**src/rtl/hood_mode_if.sv**
```systemverilog
// hood_mode_if: button/fan-mode bundle between the debounced front panel and
// hood_mode_ctrl.
//   master (front panel / bench): drives power_on and the one-cycle pulses,
//                                 observes mode, LEDs, timer and status.
//   slave  (hood_mode_ctrl):      the reverse.
// Handshake: there is no valid/ready pair. Every *_pulse is a one-cycle strobe
// that is sampled on the rising clk edge where it is high. It is consumed on
// that edge or dropped; it is never held or queued. All outputs are registered
// and change only on rising clk edges.
// SEC_W must match the SEC_W that the attached hood_mode_ctrl derives.
interface hood_mode_if #(
  parameter int SEC_W = 8
);
  logic             power_on;
  logic             menu_pulse;
  logic             l1_pulse;
  logic             l2_pulse;
  logic             l3_pulse;
  logic             clean_pulse;
  logic [2:0]       mode;
  logic             menu_armed;
  logic [4:0]       led;
  logic [SEC_W-1:0] remaining_s;
  logic             turbo_used;
  logic             clean_done;
  logic [2:0]       state_dbg;   // raw controller state, for checkers

  modport master (
    output power_on, menu_pulse, l1_pulse, l2_pulse, l3_pulse, clean_pulse,
    input  mode, menu_armed, led, remaining_s, turbo_used, clean_done, state_dbg
  );

  modport slave (
    input  power_on, menu_pulse, l1_pulse, l2_pulse, l3_pulse, clean_pulse,
    output mode, menu_armed, led, remaining_s, turbo_used, clean_done, state_dbg
  );
endinterface

```
**src/rtl/hood_mode_ctrl.sv**
```systemverilog
// hood_mode_ctrl: fan-mode controller for the range hood.
// Ports:
//   clk  - system clock
//   rst  - asynchronous, active-low reset
//   bus  - hood_mode_if.slave:
//          in : power_on, menu_pulse, l1/l2/l3/clean_pulse
//          out: mode, menu_armed, led {clean,L3,L2,L1,standby},
//               remaining_s, turbo_used, clean_done, state_dbg
// Timed states (L3, L3_RET, CLEAN) count whole seconds with a prescaler.
// A timed state loaded with N seconds lasts exactly N*CLK_HZ cycles.
// Level 3 may be entered once per power session.
module hood_mode_ctrl #(
  parameter int CLK_HZ   = 100_000_000,
  parameter int TURBO_S  = 60,
  parameter int RETURN_S = 60,
  parameter int CLEAN_S  = 180,
  parameter int SEC_W    = $clog2(((TURBO_S > RETURN_S ? TURBO_S : RETURN_S) > CLEAN_S ?
                                   (TURBO_S > RETURN_S ? TURBO_S : RETURN_S) : CLEAN_S) + 1)
) (
  input logic       clk,
  input logic       rst,
  hood_mode_if.slave bus
);

  localparam int PRE_W = (CLK_HZ > 1) ? $clog2(CLK_HZ) : 1;
  localparam logic [PRE_W-1:0] PRE_LAST = PRE_W'(CLK_HZ - 1);

  typedef enum logic [2:0] {
    ST_STANDBY = 3'd0,
    ST_L1      = 3'd1,
    ST_L2      = 3'd2,
    ST_L3      = 3'd3,
    ST_L3_RET  = 3'd4,
    ST_CLEAN   = 3'd5
  } state_t;

  state_t           state_q, state_d;
  logic             armed_q, armed_d;
  logic             turbo_q, turbo_d;
  logic [SEC_W-1:0] rem_q, rem_d;
  logic [PRE_W-1:0] pre_q, pre_d;
  logic             clean_done_q, clean_done_d;
  logic [2:0]       mode_q, mode_d;
  logic [4:0]       led_q, led_d;

  logic             timed;
  logic             sec_tick;
  logic             expire;
  logic             load;
  logic [SEC_W-1:0] load_val;

  always_comb begin
    state_d      = state_q;
    armed_d      = armed_q;
    turbo_d      = turbo_q;
    rem_d        = rem_q;
    pre_d        = '0;        // prescaler parks at 0 outside timed states
    clean_done_d = 1'b0;
    load         = 1'b0;
    load_val     = '0;
    mode_d       = 3'b000;
    led_d        = 5'b00000;

    timed    = (state_q == ST_L3) || (state_q == ST_L3_RET) || (state_q == ST_CLEAN);
    sec_tick = timed && (pre_q == PRE_LAST);
    // Expiry is the final tick itself, so it wins over any button this cycle.
    expire   = sec_tick && (rem_q == SEC_W'(1));

    if (timed) begin
      pre_d = sec_tick ? '0 : pre_q + PRE_W'(1);
      if (sec_tick && (rem_q != '0)) rem_d = rem_q - SEC_W'(1);
    end

    if (!bus.power_on) begin
      state_d = ST_STANDBY;
      armed_d = 1'b0;
      turbo_d = 1'b0;
      rem_d   = '0;
      pre_d   = '0;
    end else begin
      unique case (state_q)
        ST_STANDBY: begin
          // A menu press only toggles the arm; a same-cycle selection is dropped.
          if (bus.menu_pulse) begin
            armed_d = !armed_q;
          end else if (armed_q) begin
            if (bus.l1_pulse) begin
              state_d = ST_L1;
              armed_d = 1'b0;
            end else if (bus.l2_pulse) begin
              state_d = ST_L2;
              armed_d = 1'b0;
            end else if (bus.l3_pulse && !turbo_q) begin
              state_d  = ST_L3;
              armed_d  = 1'b0;
              turbo_d  = 1'b1;
              load     = 1'b1;
              load_val = SEC_W'(TURBO_S);
            end else if (bus.clean_pulse) begin
              state_d  = ST_CLEAN;
              armed_d  = 1'b0;
              load     = 1'b1;
              load_val = SEC_W'(CLEAN_S);
            end
          end
        end
        ST_L1: begin
          if (bus.menu_pulse) begin
            state_d = ST_STANDBY;
            armed_d = 1'b0;
          end else if (bus.l2_pulse) begin
            state_d = ST_L2;
          end
        end
        ST_L2: begin
          if (bus.menu_pulse) begin
            state_d = ST_STANDBY;
            armed_d = 1'b0;
          end else if (bus.l1_pulse) begin
            state_d = ST_L1;
          end
        end
        ST_L3: begin
          if (expire) begin
            state_d = ST_L2;   // rem_d has already decremented to 0
          end else if (bus.menu_pulse) begin
            state_d  = ST_L3_RET;
            load     = 1'b1;
            load_val = SEC_W'(RETURN_S);
          end
        end
        ST_L3_RET: begin
          if (expire) state_d = ST_STANDBY;
        end
        ST_CLEAN: begin
          if (expire) begin
            state_d      = ST_STANDBY;
            clean_done_d = 1'b1;
          end
        end
        default: begin
          state_d = ST_STANDBY;
          armed_d = 1'b0;
          rem_d   = '0;
        end
      endcase
    end

    // A fresh load restarts the second from its beginning.
    if (load) begin
      rem_d = load_val;
      pre_d = '0;
    end

    unique case (state_d)
      ST_L1:     mode_d = 3'b001;
      ST_L2:     mode_d = 3'b010;
      ST_L3:     mode_d = 3'b011;
      ST_L3_RET: mode_d = 3'b011;
      ST_CLEAN:  mode_d = 3'b100;
      default:   mode_d = 3'b000;
    endcase

    if (bus.power_on) begin
      unique case (state_d)
        ST_L1:     led_d = 5'b00010;
        ST_L2:     led_d = 5'b00100;
        ST_L3:     led_d = 5'b01000;
        ST_L3_RET: led_d = 5'b01000;
        ST_CLEAN:  led_d = 5'b10000;
        default:   led_d = 5'b00001;
      endcase
    end
  end

  always_ff @(posedge clk or negedge rst) begin
    if (!rst) begin
      state_q      <= ST_STANDBY;
      armed_q      <= 1'b0;
      turbo_q      <= 1'b0;
      rem_q        <= '0;
      pre_q        <= '0;
      clean_done_q <= 1'b0;
      mode_q       <= 3'b000;
      led_q        <= 5'b00001;
    end else begin
      state_q      <= state_d;
      armed_q      <= armed_d;
      turbo_q      <= turbo_d;
      rem_q        <= rem_d;
      pre_q        <= pre_d;
      clean_done_q <= clean_done_d;
      mode_q       <= mode_d;
      led_q        <= led_d;
    end
  end

  assign bus.mode        = mode_q;
  assign bus.menu_armed  = armed_q;
  assign bus.led         = led_q;
  assign bus.remaining_s = rem_q;
  assign bus.turbo_used  = turbo_q;
  assign bus.clean_done  = clean_done_q;
  assign bus.state_dbg   = state_q;

endmodule

```
**src/flat_wrapper.sv**
```systemverilog
// flat-port wrapper written by rule: the top's interface ports become plain ports
module hood_mode_ctrl_flat 
#(
  parameter int CLK_HZ   = 100_000_000,
  parameter int TURBO_S  = 60,
  parameter int RETURN_S = 60,
  parameter int CLEAN_S  = 180,
  parameter int SEC_W    = $clog2(((TURBO_S > RETURN_S ? TURBO_S : RETURN_S) > CLEAN_S ?
                                   (TURBO_S > RETURN_S ? TURBO_S : RETURN_S) : CLEAN_S) + 1)
)
  (clk, rst, bus_power_on, bus_menu_pulse, bus_l1_pulse, bus_l2_pulse, bus_l3_pulse, bus_clean_pulse, bus_mode, bus_menu_armed, bus_led, bus_remaining_s, bus_turbo_used, bus_clean_done, bus_state_dbg);
  hood_mode_if #(.SEC_W(SEC_W)) bus_i ();
  input logic clk;
  input logic rst;
  input wire logic [$bits(bus_i.power_on)-1:0] bus_power_on;
  input wire logic [$bits(bus_i.menu_pulse)-1:0] bus_menu_pulse;
  input wire logic [$bits(bus_i.l1_pulse)-1:0] bus_l1_pulse;
  input wire logic [$bits(bus_i.l2_pulse)-1:0] bus_l2_pulse;
  input wire logic [$bits(bus_i.l3_pulse)-1:0] bus_l3_pulse;
  input wire logic [$bits(bus_i.clean_pulse)-1:0] bus_clean_pulse;
  output wire logic [$bits(bus_i.mode)-1:0] bus_mode;
  output wire logic [$bits(bus_i.menu_armed)-1:0] bus_menu_armed;
  output wire logic [$bits(bus_i.led)-1:0] bus_led;
  output wire logic [$bits(bus_i.remaining_s)-1:0] bus_remaining_s;
  output wire logic [$bits(bus_i.turbo_used)-1:0] bus_turbo_used;
  output wire logic [$bits(bus_i.clean_done)-1:0] bus_clean_done;
  output wire logic [$bits(bus_i.state_dbg)-1:0] bus_state_dbg;
  assign bus_i.power_on = bus_power_on;
  assign bus_i.menu_pulse = bus_menu_pulse;
  assign bus_i.l1_pulse = bus_l1_pulse;
  assign bus_i.l2_pulse = bus_l2_pulse;
  assign bus_i.l3_pulse = bus_l3_pulse;
  assign bus_i.clean_pulse = bus_clean_pulse;
  assign bus_mode = bus_i.mode;
  assign bus_menu_armed = bus_i.menu_armed;
  assign bus_led = bus_i.led;
  assign bus_remaining_s = bus_i.remaining_s;
  assign bus_turbo_used = bus_i.turbo_used;
  assign bus_clean_done = bus_i.clean_done;
  assign bus_state_dbg = bus_i.state_dbg;
  hood_mode_ctrl #(.CLK_HZ(CLK_HZ), .TURBO_S(TURBO_S), .RETURN_S(RETURN_S), .CLEAN_S(CLEAN_S), .SEC_W(SEC_W)) u_core (.clk(clk), .rst(rst), .bus(bus_i));
endmodule
```
**config.mk**
```make
export PLATFORM = sky130hd
export DESIGN_NAME = hood_mode_ctrl_flat
export DESIGN_NICKNAME = d
export VERILOG_FILES = /design/src/rtl/hood_mode_if.sv /design/src/rtl/hood_mode_ctrl.sv /design/src/flat_wrapper.sv
export SDC_FILE = /design/constraint.sdc
export NUM_CORES = 1
export LEC_CHECK = 0
export BUFFER_PORTS_ARGS = -buffer_cell sky130_fd_sc_hd__buf_4
export CAP_MARGIN = 20
export CORE_ASPECT_RATIO = 1.2
export CORE_MARGIN = 2
export CORE_UTILIZATION = 50
export DETAILED_ROUTE_END_ITERATION = 12
export HOLD_SLACK_MARGIN = 0.1
export PLACE_DENSITY = 0.68
export REMOVE_ABC_BUFFERS = 1
export SYNTH_ARGS = -nofsm -noshare
export SYNTH_HDL_FRONTEND = slang
export SYNTH_SLANG_ARGS = --single-unit
```
**constraint.sdc**
```tcl
create_clock -name clk -period 3.7 [get_ports clk]
set_input_delay 0.555 -clock clk [delete_from_list [all_inputs] [get_ports clk]]
set_output_delay 0.555 -clock clk [all_outputs]
set_load 0.01 [all_outputs]
```
==> summary.md <==
| Metric | Value |
|---|---|
| RePlAce Congestion | `0.791` |
| HPWL after DPL | `3520 um` |
| Reg2Reg Depth | `5` |
| Clock sink count | `49` |
| Share of cells above drive strength 1 | `0.195` |
| Final hold violations | `0` |
| Final core occ | `0.585` |
| CP Class | `flop to flop` |
| GRT overflow | `0` |
| CP endpoint kind | `flop` |
| Fin Setup TNS | `0 ns` |
| Hold-fix buffers at CTS | `0` |
| Final setup fails | `0` |
| Row count | `29` |
| Ports | `30` |
| Final min period | `2.39 ns` |
| Outcome | `finished, final reports clean` |
| Longest Clk Path Bufs | `2` |
| Post-synth top area share | `0.451` |
| Total of max-cap violations | `0` |
| Die area | `5930 um2` |
| Vias in the first global route | `1933` |
| Path type of the worst min-delay path | `input port to async pin` |
| Total Routing Usage GR | `0.180` |
| CTS tree | `yes` |
| CP max FO | `27` |
| Mapped Area | `2670 um2` |
| Top FF cell, synth | `dfrtp_1` |
| Worst rel slew slack | `0.393` |
| RSZ-0062 raised after global routing | `no` |
| Ranking of synthesized cells by area | `dfrtp_1 45%, nor2_1 6.3%, xor2_1 5.6%` |
| Register bit total from synthesis | `49` |
| Startpoint Class | `flop` |
| Critical Path RT | `3.85 ns` |
| DR WL/cell | `13.8 um` |
| Ys Warns | `0` |
| Levels on crit path | `5` |
| Arrival @ worst endpoint | `2.55 ns` |
| CP delay by family, top | `simple AND/OR/NAND/NOR gates` |
| First-pass GRT wire length | `8600 um` |
| Drt first pass iters | `4` |
| Worst path max stage delay | `0.74 ns` |
| Initial Util | `0.510` |
| Buf+Inv Stages, Crit Path | `0` |
| Initial antenna violation count | `0` |
| Fill count | `473` |
| Total routed wirelength | `5050 um` |
| Via count | `1978` |
| Max Fclk | `418 MHz` |
| Post-Syn Area per Cell | `9.80 um2` |
| # resized after CTS | `0` |
| Layout area overhead | `14.7%` |
| Synth area leader | `dfrtp_1` |
| Ys async rst share | `1.00` |
| Synth top cells by count | `48 x dfrtp_1, 45 x nor2_1, 21 x nand2_1` |
| Die height | `84.0 um` |
| CTS clk-pin slew, worst paths | `0.09 ns` |
| Sequential fraction of the synthesis area | `0.461` |
| DRC violations left | `0` |
| Post-synth EDFFs | `0` |
| PwrDens | `349 nW/um2` |
| Core Box Area | `5230 um2` |
| Crit path max-delay cell type | `or3_1` |
| DR vias/cell | `5.42` |
| Fin area | `3060 um2` |
| Initial DRC Count | `140` |
| Total CTS buffers | `5` |
| Worst hold margin | `0.256 ns` |
| Max-slew violation count | `0` |
| Diodes inserted | `0` |
| Cell area after placement | `2920 um2` |
| Skew-Pair Late Insertion Delay | `0.30 ns` |
| Synthesized instance count | `272` |
| Worst Max-Slew Pin Slew | `0.910 ns` |
| Die X | `70.6 um` |
| Top-count cell post-synth | `dfrtp_1` |
| CP Cell Sequence | `nor4_4 -> o211ai_1 -> a21oi_1 -> or3_1 -> nor2_1` |
| NumNets Final | `314` |
| Slack of the critical path | `1.31 ns` |
| Htree depth | `2` |
| Fin crit share | `0.647` |
| # Post-CTS Setup Buffers | `0` |
| Root buf cell | `clkbuf_8` |
| Maximum vdd drop | `0.000340 V` |
| Fin Clk Skew | `0.00571 ns` |
| PortBufs | `29` |
| Post-place setup slack | `1.05 ns` |
| Post-synth cell types | `56` |
| Post-route ant nets | `0` |
| Largest net degree at the start of global routing | `50` |
| P_leak | `1.29 nW` |
through the flow:
step,cells,power (W)
global route,365,0.00111
finish,365,0.00107
floorplan,266,0.000587
detailed placement,357,0.000622
global placement,357,0.000622
CTS,365,0.00108
sequential cells by signal (all words and copies together), names as in the netlist:
signal / flops
u_core.bus.clean_done: 1
u_core.bus.state_dbg: 3
u_core.bus.remaining_s: 8
u_core.bus.led: 5
u_core.bus.turbo_used: 1
u_core.bus.menu_armed: 1
u_core.bus.mode: 3
u_core.pre_q: 27
area by class of cell:
type / count / area, um2 / share of cell area
clock buffers: 5 / 68.8 / 0.0225
clock inverters: 3 / 68.8 / 0.0225
inverters: 10 / 37.5 / 0.0123
multi-input cells: 207 / 1360 / 0.445
flip-flops and latches: 49 / 1230 / 0.402
well taps: 62 / 77.6 / 0.0254
repair buffers: 29 / 218 / 0.0712
where the power goes:
group          switching, W  internal [W]
logic             0.0000375     0.0000252
registers        0.00000657      0.000541
clock network      0.000185      0.000272
total              0.000230      0.000838
placed cells by master (no fill, tap or decap), types with 3 or more instances in the layout:
cell type  synthesis  layout
nand4_1            6       6
a21oi_1           11      11
nor3_1             3       3
nor2_1            45      45
nand2b_1           4       4
dfrtp_1           48      48
inv_1             10      10
xor2_1            17      17
clkbuf_8           1       5
nand3_1           13      13
xnor2_1           12      12
or3_1              5       5
nand2_1           21      21
ha_1               4       4
o21ai_0           11      11
nor4_4             3       3
nand3b_1           3       3
and3_1             4       4
and4_1             3       3
buf_4              0      29
nor2b_1            3       3
final timing paths:
path                                     endpoint  slack, ns               startpoint
worst max-delay path              u_core.pre_q[4]       1.31  u_core.bus.state_dbg[0]
max in group asynchronous         u_core.pre_q[0]       3.03                      rst
worst min-delay path            u_core.bus.led[2]       0.26                      rst
min in group clk                  u_core.pre_q[0]       0.50          u_core.pre_q[0]
worst max register to register    u_core.pre_q[4]       1.31  u_core.bus.state_dbg[0]
worst min register to register    u_core.pre_q[0]       0.50          u_core.pre_q[0]
routing by layer:
layer,global-route usage,vias to the layer above,part of all wire
met5,0,-,0
met4,0.0652,0,0.019
met3,0.0338,7,0.033
met2,0.310,34,0.49
met1,0.224,933,0.46
li1,-,1004,-
cell families (layout without fill, tap and decap cells):
| group | Yosys count | after routing | synth area share |
|---|---|---|---|
| simple gates | 134 | 134 | 0.297 |
| flops | 49 | 49 | 0.461 |
| buf+inv | 16 | 47 | 0.0296 |
| compound gates | 40 | 40 | 0.0991 |
| xor+xnor | 29 | 29 | 0.0953 |
| fa+ha+maj | 4 | 4 | 0.0188 |
(Power assumes the default switching activity.)
